<file path="src/rtl/fifo_mem_if.sv">
// Producer/consumer handshake and status bundle for fifo_mem.
// master = the client driving strobes/data, slave = the FIFO itself.
interface fifo_mem_if #(
  parameter int unsigned DATA_WIDTH = 16
);
  logic                  trans_write;
  logic                  trans_read;
  logic [DATA_WIDTH-1:0] data_in;
  logic [DATA_WIDTH-1:0] data_out;
  logic                  full_ind;
  logic                  empty_ind;
  logic                  overflow_ind;
  logic                  underflow_ind;
  logic                  threshold_ind;

  modport master (
    output trans_write, trans_read, data_in,
    input  data_out, full_ind, empty_ind, overflow_ind, underflow_ind, threshold_ind
  );

  modport slave (
    input  trans_write, trans_read, data_in,
    output data_out, full_ind, empty_ind, overflow_ind, underflow_ind, threshold_ind
  );
endinterface

</file>
<file path="src/rtl/fifo_mem.sv">
// Single-clock first-word-fall-through FIFO with full/empty/threshold/overflow/underflow flags.
// Optional macro FIFO_STICKY_FLAGS_EN makes overflow/underflow sticky until reset.
module fifo_mem #(
  parameter int unsigned DATA_WIDTH      = 16,
  parameter int unsigned OSTD_NUM        = 8,
  parameter int unsigned THRESHOLD_VALUE = OSTD_NUM / 2
) (
  input  logic       clk,
  input  logic       rst_n,
  fifo_mem_if.slave  bus
);

  localparam int unsigned PTR_W = $clog2(OSTD_NUM);
  localparam int unsigned CNT_W = PTR_W + 1;

  logic [DATA_WIDTH-1:0] mem [OSTD_NUM];
  logic [PTR_W-1:0]      wr_ptr;
  logic [PTR_W-1:0]      rd_ptr;
  logic [CNT_W-1:0]      count;
  logic                  overflow_q;
  logic                  underflow_q;

  logic full_c;
  logic empty_c;
  logic wr_acc_c;
  logic rd_acc_c;
  logic ovf_set_c;
  logic udf_set_c;

  assign full_c    = (count == CNT_W'(OSTD_NUM));
  assign empty_c   = (count == '0);
  // A write into a full FIFO is still taken when a pop frees the head slot on the same edge.
  assign wr_acc_c  = bus.trans_write & (~full_c | bus.trans_read);
  assign rd_acc_c  = bus.trans_read & ~empty_c;
  assign ovf_set_c = bus.trans_write & full_c & ~bus.trans_read;
  assign udf_set_c = bus.trans_read & empty_c;

  // Storage is deliberately not reset.
  always_ff @(posedge clk) begin
    if (wr_acc_c) begin
      mem[wr_ptr] <= bus.data_in;
    end
  end

  // Pointers wrap naturally since depth is a power of two.
  always_ff @(posedge clk or negedge rst_n) begin
    if (!rst_n) begin
      wr_ptr <= '0;
      rd_ptr <= '0;
      count  <= '0;
    end else begin
      if (wr_acc_c) begin
        wr_ptr <= wr_ptr + PTR_W'(1);
      end
      if (rd_acc_c) begin
        rd_ptr <= rd_ptr + PTR_W'(1);
      end
      case ({wr_acc_c, rd_acc_c})
        2'b10:   count <= count + CNT_W'(1);
        2'b01:   count <= count - CNT_W'(1);
        default: count <= count;
      endcase
    end
  end

  // Error flags: one-cycle pulses by default, sticky until reset when enabled.
  always_ff @(posedge clk or negedge rst_n) begin
    if (!rst_n) begin
      overflow_q  <= 1'b0;
      underflow_q <= 1'b0;
    end else begin
`ifdef FIFO_STICKY_FLAGS_EN
      overflow_q  <= overflow_q | ovf_set_c;
      underflow_q <= underflow_q | udf_set_c;
`else
      overflow_q  <= ovf_set_c;
      underflow_q <= udf_set_c;
`endif
    end
  end

  assign bus.data_out      = empty_c ? '0 : mem[rd_ptr];
  assign bus.full_ind      = full_c;
  assign bus.empty_ind     = empty_c;
  assign bus.threshold_ind = (count >= CNT_W'(THRESHOLD_VALUE));
  assign bus.overflow_ind  = overflow_q;
  assign bus.underflow_ind = underflow_q;

endmodule

</file>
<file path="src/flat_wrapper.sv">
// flat-port wrapper written by rule: the top's interface ports become plain ports
module fifo_mem_flat 
#(
  parameter int unsigned DATA_WIDTH      = 16,
  parameter int unsigned OSTD_NUM        = 8,
  parameter int unsigned THRESHOLD_VALUE = OSTD_NUM / 2
)
  (clk, rst_n, bus_trans_write, bus_trans_read, bus_data_in, bus_data_out, bus_full_ind, bus_empty_ind, bus_overflow_ind, bus_underflow_ind, bus_threshold_ind);
  fifo_mem_if #(.DATA_WIDTH(DATA_WIDTH)) bus_i ();
  input  logic clk;
  input  logic rst_n;
  input wire logic [$bits(bus_i.trans_write)-1:0] bus_trans_write;
  input wire logic [$bits(bus_i.trans_read)-1:0] bus_trans_read;
  input wire logic [$bits(bus_i.data_in)-1:0] bus_data_in;
  output wire logic [$bits(bus_i.data_out)-1:0] bus_data_out;
  output wire logic [$bits(bus_i.full_ind)-1:0] bus_full_ind;
  output wire logic [$bits(bus_i.empty_ind)-1:0] bus_empty_ind;
  output wire logic [$bits(bus_i.overflow_ind)-1:0] bus_overflow_ind;
  output wire logic [$bits(bus_i.underflow_ind)-1:0] bus_underflow_ind;
  output wire logic [$bits(bus_i.threshold_ind)-1:0] bus_threshold_ind;
  assign bus_i.trans_write = bus_trans_write;
  assign bus_i.trans_read = bus_trans_read;
  assign bus_i.data_in = bus_data_in;
  assign bus_data_out = bus_i.data_out;
  assign bus_full_ind = bus_i.full_ind;
  assign bus_empty_ind = bus_i.empty_ind;
  assign bus_overflow_ind = bus_i.overflow_ind;
  assign bus_underflow_ind = bus_i.underflow_ind;
  assign bus_threshold_ind = bus_i.threshold_ind;
  fifo_mem #(.DATA_WIDTH(DATA_WIDTH), .OSTD_NUM(OSTD_NUM), .THRESHOLD_VALUE(THRESHOLD_VALUE)) u_core (.clk(clk), .rst_n(rst_n), .bus(bus_i));
endmodule
</file>
<file path="config.mk">
export PLATFORM = sky130hd
export DESIGN_NAME = fifo_mem_flat
export DESIGN_NICKNAME = d
export VERILOG_FILES = /design/src/rtl/fifo_mem_if.sv /design/src/rtl/fifo_mem.sv /design/src/flat_wrapper.sv
export SDC_FILE = /design/constraint.sdc
export NUM_CORES = 1
export LEC_CHECK = 0
export ABC_AREA = 1
export CORE_ASPECT_RATIO = 1.5
export CORE_MARGIN = 3
export CORE_UTILIZATION = 45
export DETAILED_ROUTE_END_ITERATION = 6
export GPL_ROUTABILITY_DRIVEN = 0
export MAX_ROUTING_LAYER = met4
export SLEW_MARGIN = 20
export SYNTH_ARGS = -nofsm -noshare
export SYNTH_HDL_FRONTEND = slang
export SYNTH_SLANG_ARGS = --single-unit
</file>
<file path="constraint.sdc">
create_clock -name clk -period 2.3 [get_ports clk]
set_input_delay 0.23 -clock clk [delete_from_list [all_inputs] [get_ports clk]]
set_output_delay 0.23 -clock clk [all_outputs]
set_load 0.02 [all_outputs]
</file>
==> After elaboration in Yosys (flattened, before gate mapping) <==
Memories as Yosys holds them, arrays and structs flattened.
Index checks and enable logic that the tools add are counted.
{ "totals": {"regBits": 12, "latchBits": 0, "ramBits": 128, "rom_bits": 0, "input_bits": 20, "out_inout_bits": 21, "wordCells": 29, "n_memories": 1} }
{ "mem_list": {"columns": ["memory", "words", "width", "read_ports", "rd_ports_with_merged_regs", "wr", "line_no", "text"], "rows": [
  ["u_core.mem", 8, 16, 1, 0, 1, "fifo_mem.sv:16", "logic [DATA_WIDTH-1:0] mem [OSTD_NUM];"]
]} }
{ "classes": {"addsub": 4, "mul": 0, "n_div": 0, "n_lt_le_gt_ge": 1, "n_eq_ne": 3, "shifts": 0, "mux": 4, "bitwise": 9, "reduce_logical": 2} }
{ "op_table": {"columns": ["op", "count"], "rows": [
  ["$mux 16", 1],
  ["$pmux 4 s2", 1],
  ["$add 3x1->3 const B", 2],
  ["$and 1x1->1", 5],
  ["$add 4x1->4 const B", 1],
  ["$eq 4x4->1 const B", 1],
  ["$ge 4x3->1 const B", 1],
  ["$logic_not 4->1", 1],
  ["$sub 4x1->4 const B", 1],
  ["$not 1->1", 3],
  ["$eq 2x1->1 const B", 1],
  ["$eq 2x2->1 const B", 1],
  ["$mux 1", 2],
  ["$reduce_bool 2->1", 1],
  ["$or 1x1->1", 1]
]} }

==> Longest topological paths before layout <==
Gate-level depths: netlist of the first run.
{ "depth": {"word_depth": 6, "ltp_mapped": 13, "depth_no_buf": 13} }

==> Least setup slack after synthesis of the first run <==
Ideal clock, no wire load.
{ "synth_timing": {"path_type": "reg2reg", "start": "register u_core.count[0]", "end": "memory u_core.mem[0][0] (enable)", "setup_time_ns": 0.388, "arrival_time_ns": 1.614, "required_time_ns": 1.912, "setup_slack_ns": 0.297, "stages_incl_launch_ff": 6, "path_buffers": 0, "synth_period_minus_slack_ns": 2.003, "path_cell_list": "dfrtp_1 nor2_2 nand4_1 nand2_2 or2_4 nor2_1"} }
{ "synth_between": {"elab_chain_len": 6} }
{ "synth_lines": {"columns": ["item", "line_no", "text"], "rows": [
  ["from (decl)", "fifo_mem.sv:19", "logic [CNT_W-1:0] count;"],
  ["from (signal assigned)", "fifo_mem.sv:59", "2'b10: count <= count + CNT_W'(1);"],
  ["from (signal assigned)", "fifo_mem.sv:60", "2'b01: count <= count - CNT_W'(1);"],
  ["from (signal assigned)", "fifo_mem.sv:61", "default: count <= count;"],
  ["$eq 4x4->1", "fifo_mem.sv:30", "assign full_c = (count == CNT_W'(OSTD_NUM));"],
  ["$not 1->1", "fifo_mem.sv:33", "assign wr_acc_c = bus.trans_write & (~full_c | bus.trans_read);"],
  ["$or 1x1->1", "fifo_mem.sv:33", null],
  ["$and 1x1->1", "fifo_mem.sv:33", null],
  ["$mux 1", "fifo_mem.sv:40", "if (wr_acc_c) begin"],
  ["$mux 1 (not written as such)", "fifo_mem.sv:41", "mem[wr_ptr] <= bus.data_in;"],
  ["to (decl)", "fifo_mem.sv:16", null]
]} }
No other way between the ends.

==> Worst setup path after layout of the first run <==
{ "layout_timing": {"start": "register u_core.rd_ptr[0]", "end": "output port bus_data_out[9]"} }
{ "layout_between": {"elab_chain_len": 2} }
{ "layout_lines": {"columns": ["item", "line_no", "text"], "rows": [
  ["from (decl)", "fifo_mem.sv:18", "logic [PTR_W-1:0] rd_ptr;"],
  ["from (signal assigned)", "fifo_mem.sv:56", "rd_ptr <= rd_ptr + PTR_W'(1);"],
  ["$mem_v2 8x16", null, null],
  ["$mux 16", "fifo_mem.sv:82", "assign bus.data_out = empty_c ? '0 : mem[rd_ptr];"],
  ["to (decl)", "flat_wrapper.sv:15", "output wire logic [$bits(bus_i.data_out)-1:0] bus_data_out;"]
]} }
No other way between the ends.

==> results of run 1 <==
==> cell type report <==
cell class / count / share of cell area
sequential: 140 / 0.590
multi-input combinational: 287 / 0.194
timing repair buffer: 68 / 0.0914
clock buffer: 17 / 0.0606
tap: 156 / 0.0278
clock inverter: 15 / 0.0265
inverter: 16 / 0.00962
==> path summary, 6_finish.rpt <==
| check | start | cells past startpoint | end |
|---|---|---|---|
| max in group asynchronous | rst_n | 1 | u_core.rd_ptr[1] |
| worst min register to register | u_core.wr_ptr[2] | 1 | u_core.wr_ptr[2] |
| worst max register to register | u_core.count[0] | 12 | u_core.count[2] |
| min in group clk | bus_trans_write | 3 | u_core.bus.overflow_ind |
| worst max-delay path | u_core.rd_ptr[0] | 7 | bus_data_out[9] |
| worst min-delay path | rst_n | 1 | u_core.wr_ptr[0] |
==> state kept, by name (all words and copies together), names as in the netlist <==
name                      flops
u_core.bus.overflow_ind       1
u_core.bus.underflow_ind      1
u_core.count                  4
u_core.mem                  128
u_core.rd_ptr                 3
u_core.wr_ptr                 3
==> cells by family after synthesis <==
family,count (synthesis)
and+or+nand+nor,176
DFF,140
AOI/OAI and AO/OA,101
buffers and inverters,41
xor gates and xnor gates,5
adders and majority gates,5
==> critical path, stage by stage (launching register included) <==
cell and delay (ns):
dfrtp_2 0.44, inv_4 0.14, buf_12 0.19, nor2_1 0.05, o22ai_1 0.18, nor2_1 0.06
nor2_1 0.13, dlygate4sd2_1 0.35
==> what timing repair did <==
| action | in CTS | in global routing |
|---|---|---|
| endpoints found under the setup margin | 17 | 8 |
| gates resized for setup | 22 | 12 |
| hold buffers | 0 | 0 |
| pin swaps | 0 | 0 |
==> cell usage after synthesis <==
library cell,number
buf_12,1
nand2_2,1
buf_2,8
o21ai_0,47
clkbuf_2,1
xnor2_1,3
buf_4,2
nor2_2,1
clkbuf_1,5
nand4_1,1
o22ai_1,16
or2_4,1
o211ai_1,16
o21ai_1,20
nor2_1,126
nand3_1,3
buf_6,8
inv_2,3
nand3_2,1
xor2_1,2
or2_2,1
a31oi_1,1
nand2_1,40
clkinv_2,1
ha_1,5
dfrtp_1,12
nor4_1,1
edfxtp_1,128
a21oi_1,1
inv_1,12
==> per-layer routing <==
layer  vias up  share of wire
li1       1783              -
met1      1795           0.39
met2       116           0.53
met3        34          0.046
met4         0          0.031
met5         -              0
==> metrics by stage <==
step	std cells	setup slack, ns	hold slack, ns	setup TNS [ns]	total power, mW
after floorplan	468	0.297	-0.0656	0	5.79
after global placement	667	0.163	0.525	0	7.10
after detailed placement	667	0.0972	0.522	0	7.17
after CTS	699	0.0534	0.213	0	9.77
after global routing	699	-0.0230	0.221	-0.0230	10.3
final	699	0.106	0.202	0	9.67
==> power groups by stage <==
stage	Clock, mW	Combinational [mW]	Sequential, mW
after floorplan	0	2.44	3.35
after global routing	2.93	3.96	3.38
after CTS	2.82	3.61	3.35
after global placement	0	3.72	3.37
after detailed placement	0	3.79	3.38
final	2.78	3.54	3.35
==> cells in the final DEF, fill, tap and decap left out, types with 2 or more instances in the layout <==
master and count:
edfxtp_1 128, nor2_1 126, o21ai_0 47, nand2_1 40, clkdlybuf4s50_1 23, buf_4 22, o21ai_1 20, clkbuf_16 17
o22ai_1 16, o211ai_1 16, inv_1 12, dlygate4sd2_1 11, dfrtp_1 9, ha_1 5, clkbuf_2 5, buf_12 5
clkinv_4 4, xnor2_1 3, nand3_1 3, clkinvlp_4 3, bufinv_16 3, inv_6 3, dfrtp_2 3, inv_2 2
xor2_1 2, clkinv_2 2
==> qor.yml, run 1 <==
grt:
  met3_usage: 0.0430
  grt_first_pass_wirelength_mm: 19.6
  grt_util_all_layers: 0.189
  grt_pass1_vias: 3770
  antenna_found_initial: 0
  grt_max_degree: 34
  busiest_layer: "met2"
  use_met1: 0.205
  grt_use_met2: 0.328
  grt_overflow: 0
synth:
  syn-num-nets: 493
  synth_area_mm2: 0.00576
  synth_top_cell_by_area: "edfxtp_1"
  netlist_instances: 468
  synth.avg_cell_area_um2: 12.3
  yosys.area_share.adder: 0.0109
  yosysSeqAreaShare: 0.720
  synth_top_family_by_area: "simple AND/OR/NAND/NOR gates"
  synth_xor_xnor_area_share: 0.00761
  ys_warn_count: 0
  synth-simple-area-share: 0.120
  yosys.area.top_type_share: 0.668
  ys_types: 30
  synth_seq_cells: 140
  synth_mux_area_frac: 0
  netlist_top_cells_area: "edfxtp_1, nor2_1, dfrtp_1"
  synth_compound_area_frac: 0.0985
cells_and_area:
  design_area_mm2: 0.00703
  multi_input_area_mm2: 0.00136
  syn_to_final_growth_pct: 22.1
  drive_above_1_share: 0.142
  diodes: 0
  final_nets: 555
  register_area_mm2: 0.00415
  final_core_util: 0.562
  fill_cells: 1044
critical_path:
  path_class: "reg2out"
  required_ns: 2.07
  arrival_ns: 1.96
  rrSetupSlack_ns: 0.15
  path_max_fanout: 27
  setup.worst_path.start_class: "flip-flop"
  crit_path_end_kind: "output pin"
floorplan:
  num_io_pins: 41
  rows: 50
  design.die.area_mm2: 0.0142
  die_y_um: 145
  start_util: 0.460
  fp.dieW_um: 98.3
  core_area_mm2: 0.0125
clocking:
  cts_tree: "built"
  numClockSinks: 140
  cts.path.max_buffers: 2
  insertion_delay_ns: 0.41
  numCtsBuffers: 17
  clk_pin_slew_ns: 0.06
  h-tree-depth: 4
  post-cts-setup-buffer-count: 0
  clockRootBuffer: "clkbuf_16"
routing:
  via_per_inst: 5.33
  ant_nets: 0
  drt_pass1_iterations: 5
  wl_per_cell_um: 17.7
  drcViolationCount: 0
  via_count: 3728
  drt_wl_total_mm: 12.4
  drtIter0Drc: 238
sta:
  max_freq_ghz: 0.456
  period_minus_slack_ns: 2.19
  rsz0062_at_grt: "yes"
  hold_violations: 0
  max_slew_margin: 0.585
  slew_viol_final: 0
  fin_skew_ns: 0.00877
  worst_pin_slew_ns: 0.620
  fin_crit_sh: 0.954
  setup-violations-final: 0
job:
  drv_cap: 0
power:
  p_sw_frac: 0.362
  clockPowerShare: 0.288
  seqPwrFrac: 0.346
  p_leak_nw: 2.59
  switchingPower_mw: 3.50
  combPwrFrac: 0.366
  pwr_density_cell_mw_per_mm2: 1380
  ir_drop_uv: 705
  internal_power_mw: 6.17
outcome:
  status: "complete, no violations"
placement:
  dpl.hpwl_mm: 7.65
  placed_cell_area_mm2: 0.00644
  port_buffers: 40
worst_hold_path:
  holdCritPathClass: "in2async"
(Power assumes the default switching activity.)
==> run 2: changes to the inputs <==
Clock period 2.3 ns to 2.1 ns, I/O delays scaled along.
==> qor.yml, run 2 (synthesized netlist as in run 1, its figures left out) <==
critical_path:
  r2r_start: "u_core.count[3]"
  critical_path.endpoint: "bus_data_out[10]"
  crit_path_end_kind: "output pin"
  r2r_end: "u_core.count[2]"
  rrSetupSlack_ns: 0.07
  arrival_ns: 1.83
  required_ns: 1.89
  rr_worst_depth: 12
  path_max_fanout: 17
  setup.worst_path.start_class: "flip-flop"
  crit_start: "u_core.rd_ptr[0]"
  path_class: "reg2out"
grt:
  antenna_found_initial: 0
  grt_util_all_layers: 0.186
  grt_first_pass_wirelength_mm: 19.3
  grt_pass1_vias: 3594
  grt_max_degree: 35
  grt_overflow: 0
cells_and_area:
  layout_commonest_cell: "edfxtp_1"
  design_area_mm2: 0.00705
  layout_common_cells: "edfxtp_1, nor2_1, o21ai_0"
  drive_above_1_share: 0.169
  syn_to_final_growth_pct: 22.5
  final_nets: 562
  diodes: 0
  top_regs: "u_core.mem: 128 flops, u_core.count: 4 flops"
  top_register: "u_core.mem"
  largest_reg_flops: 128
placement:
  port_buffers: 40
  place_ws_ns: -0.00902
  placed_cell_area_mm2: 0.00647
  dpl.hpwl_mm: 7.76
power:
  p_leak_nw: 2.61
  total_power_mw: 10.5
  pwr_density_cell_mw_per_mm2: 1490
  ir_drop_uv: 933
sta:
  worst_pin_slew_ns: 0.656
  hold_violations: 0
  setup-violations-final: 0
  period_minus_slack_ns: 2.04
  fin_skew_ns: 0.00836
  slew_viol_final: 0
  max_slew_margin: 0.561
  max_freq_ghz: 0.490
  rsz0062_at_grt: "yes"
  fin_crit_sh: 0.972
  worst_slack_ns: 0.0580
floorplan:
  start_util: 0.460
  core_area_mm2: 0.0125
  num_io_pins: 41
  fp.dieW_um: 98.3
  die_y_um: 145
  rows: 50
  design.die.area_mm2: 0.0142
outcome:
  status: "complete, no violations"
routing:
  via_count: 3724
  ant_nets: 0
  drcViolationCount: 0
  via_per_inst: 5.27
  drt_wl_total_mm: 12.5
  drtIter0Drc: 250
  drt_pass1_iterations: 5
  wl_per_cell_um: 17.7
clocking:
  numCtsBuffers: 17
  cts.path.max_buffers: 2
  h-tree-depth: 4
  postCtsHoldBufs: 0
  cts_tree: "built"
  numClockSinks: 140
  clk_pin_slew_ns: 0.06
  clockRootBuffer: "clkbuf_16"
  insertion_delay_ns: 0.41
job:
  drv_cap: 0
worst_hold_path:
  holdCritPathClass: "in2async"
==> run 2: cell types whose count changed in the layout (fill, tap and decap cells not counted), sizes merged <==
cell | previous run | this run
buf | 28 | 39
inv | 19 | 16
clkinv | 6 | 9
clkdlybuf4s50 | 23 | 22
dlygate4sd2 | 11 | 3
bufinv | 3 | 2
clkdlybuf4s15 | 1 | 5
clkinvlp | 3 | 4
clkbuf | 22 | 23
==> run 2: how the worst min path moves through the flow <==
stage / endpoint / cells after the start
2_1_floorplan: u_core.bus.overflow_ind / 0
3_3_place_gp: u_core.wr_ptr[2] / 1
3_5_place_dp: u_core.wr_ptr[2] / 1
4_1_cts: u_core.count[3] / 1
5_1_grt: u_core.rd_ptr[2] / 1
6_report: u_core.rd_ptr[2] / 1
==> run 2: report_power, final <==
| part | internal [mW] | switching, mW | leakage [nW] |
|---|---|---|---|
| combinational | 1.51 | 2.51 | 1.03 |
| clock | 1.74 | 1.11 | 0.272 |
| sequential | 3.48 | 0.182 | 1.31 |
| total | 6.73 | 3.80 | 2.61 |
==> run 2: worst max-delay path, cell delays in order, from the launching register on <==
cell	delay, ns
dfrtp_2	0.45
inv_4	0.12
buf_12	0.16
nor2_1	0.05
o211ai_1	0.18
nand2_1	0.07
nor2_1	0.11
clkdlybuf4s15_2	0.27
==> run 2: final cells by class <==
class / instances / area (um^2)
inverters: 16 / 67.6
flip-flops and latches: 140 / 4150
clock buffers: 17 / 425
repair buffers: 75 / 702
well taps: 156 / 195
multi-input cells: 287 / 1360
fillers: 1041 / 5460
clock inverters: 15 / 149
==> run 2: routing by layer <==
layer,part of all wire,vias up,GRT usage
li1,-,1798,-
met1,0.41,1817,0.215
met2,0.53,90,0.320
met3,0.040,19,0.0367
met4,0.018,0,0.0698
met5,0,-,-
==> run 2: timing repair <==
action	in CTS	in global routing
pin swaps	0	0
gates cloned	0	1
resized for setup	48	14
endpoints found under the setup margin	18	16
buffers inserted	0	0
endpoints found under the hold margin	0	0
==> run 2: through the flow <==
| stage | util | hold slack (ns) | setup TNS [ns] | std cells |
|---|---|---|---|---|
| after floorplan | - | -0.0856 | 0 | 468 |
| after global placement | 0.517 | 0.525 | 0 | 673 |
| after detailed placement | 0.517 | 0.530 | -0.00902 | 673 |
| after CTS | 0.564 | 0.219 | -0.00587 | 705 |
| after global routing | 0.563 | 0.239 | -0.421 | 706 |
| final | 0.563 | 0.202 | 0 | 706 |
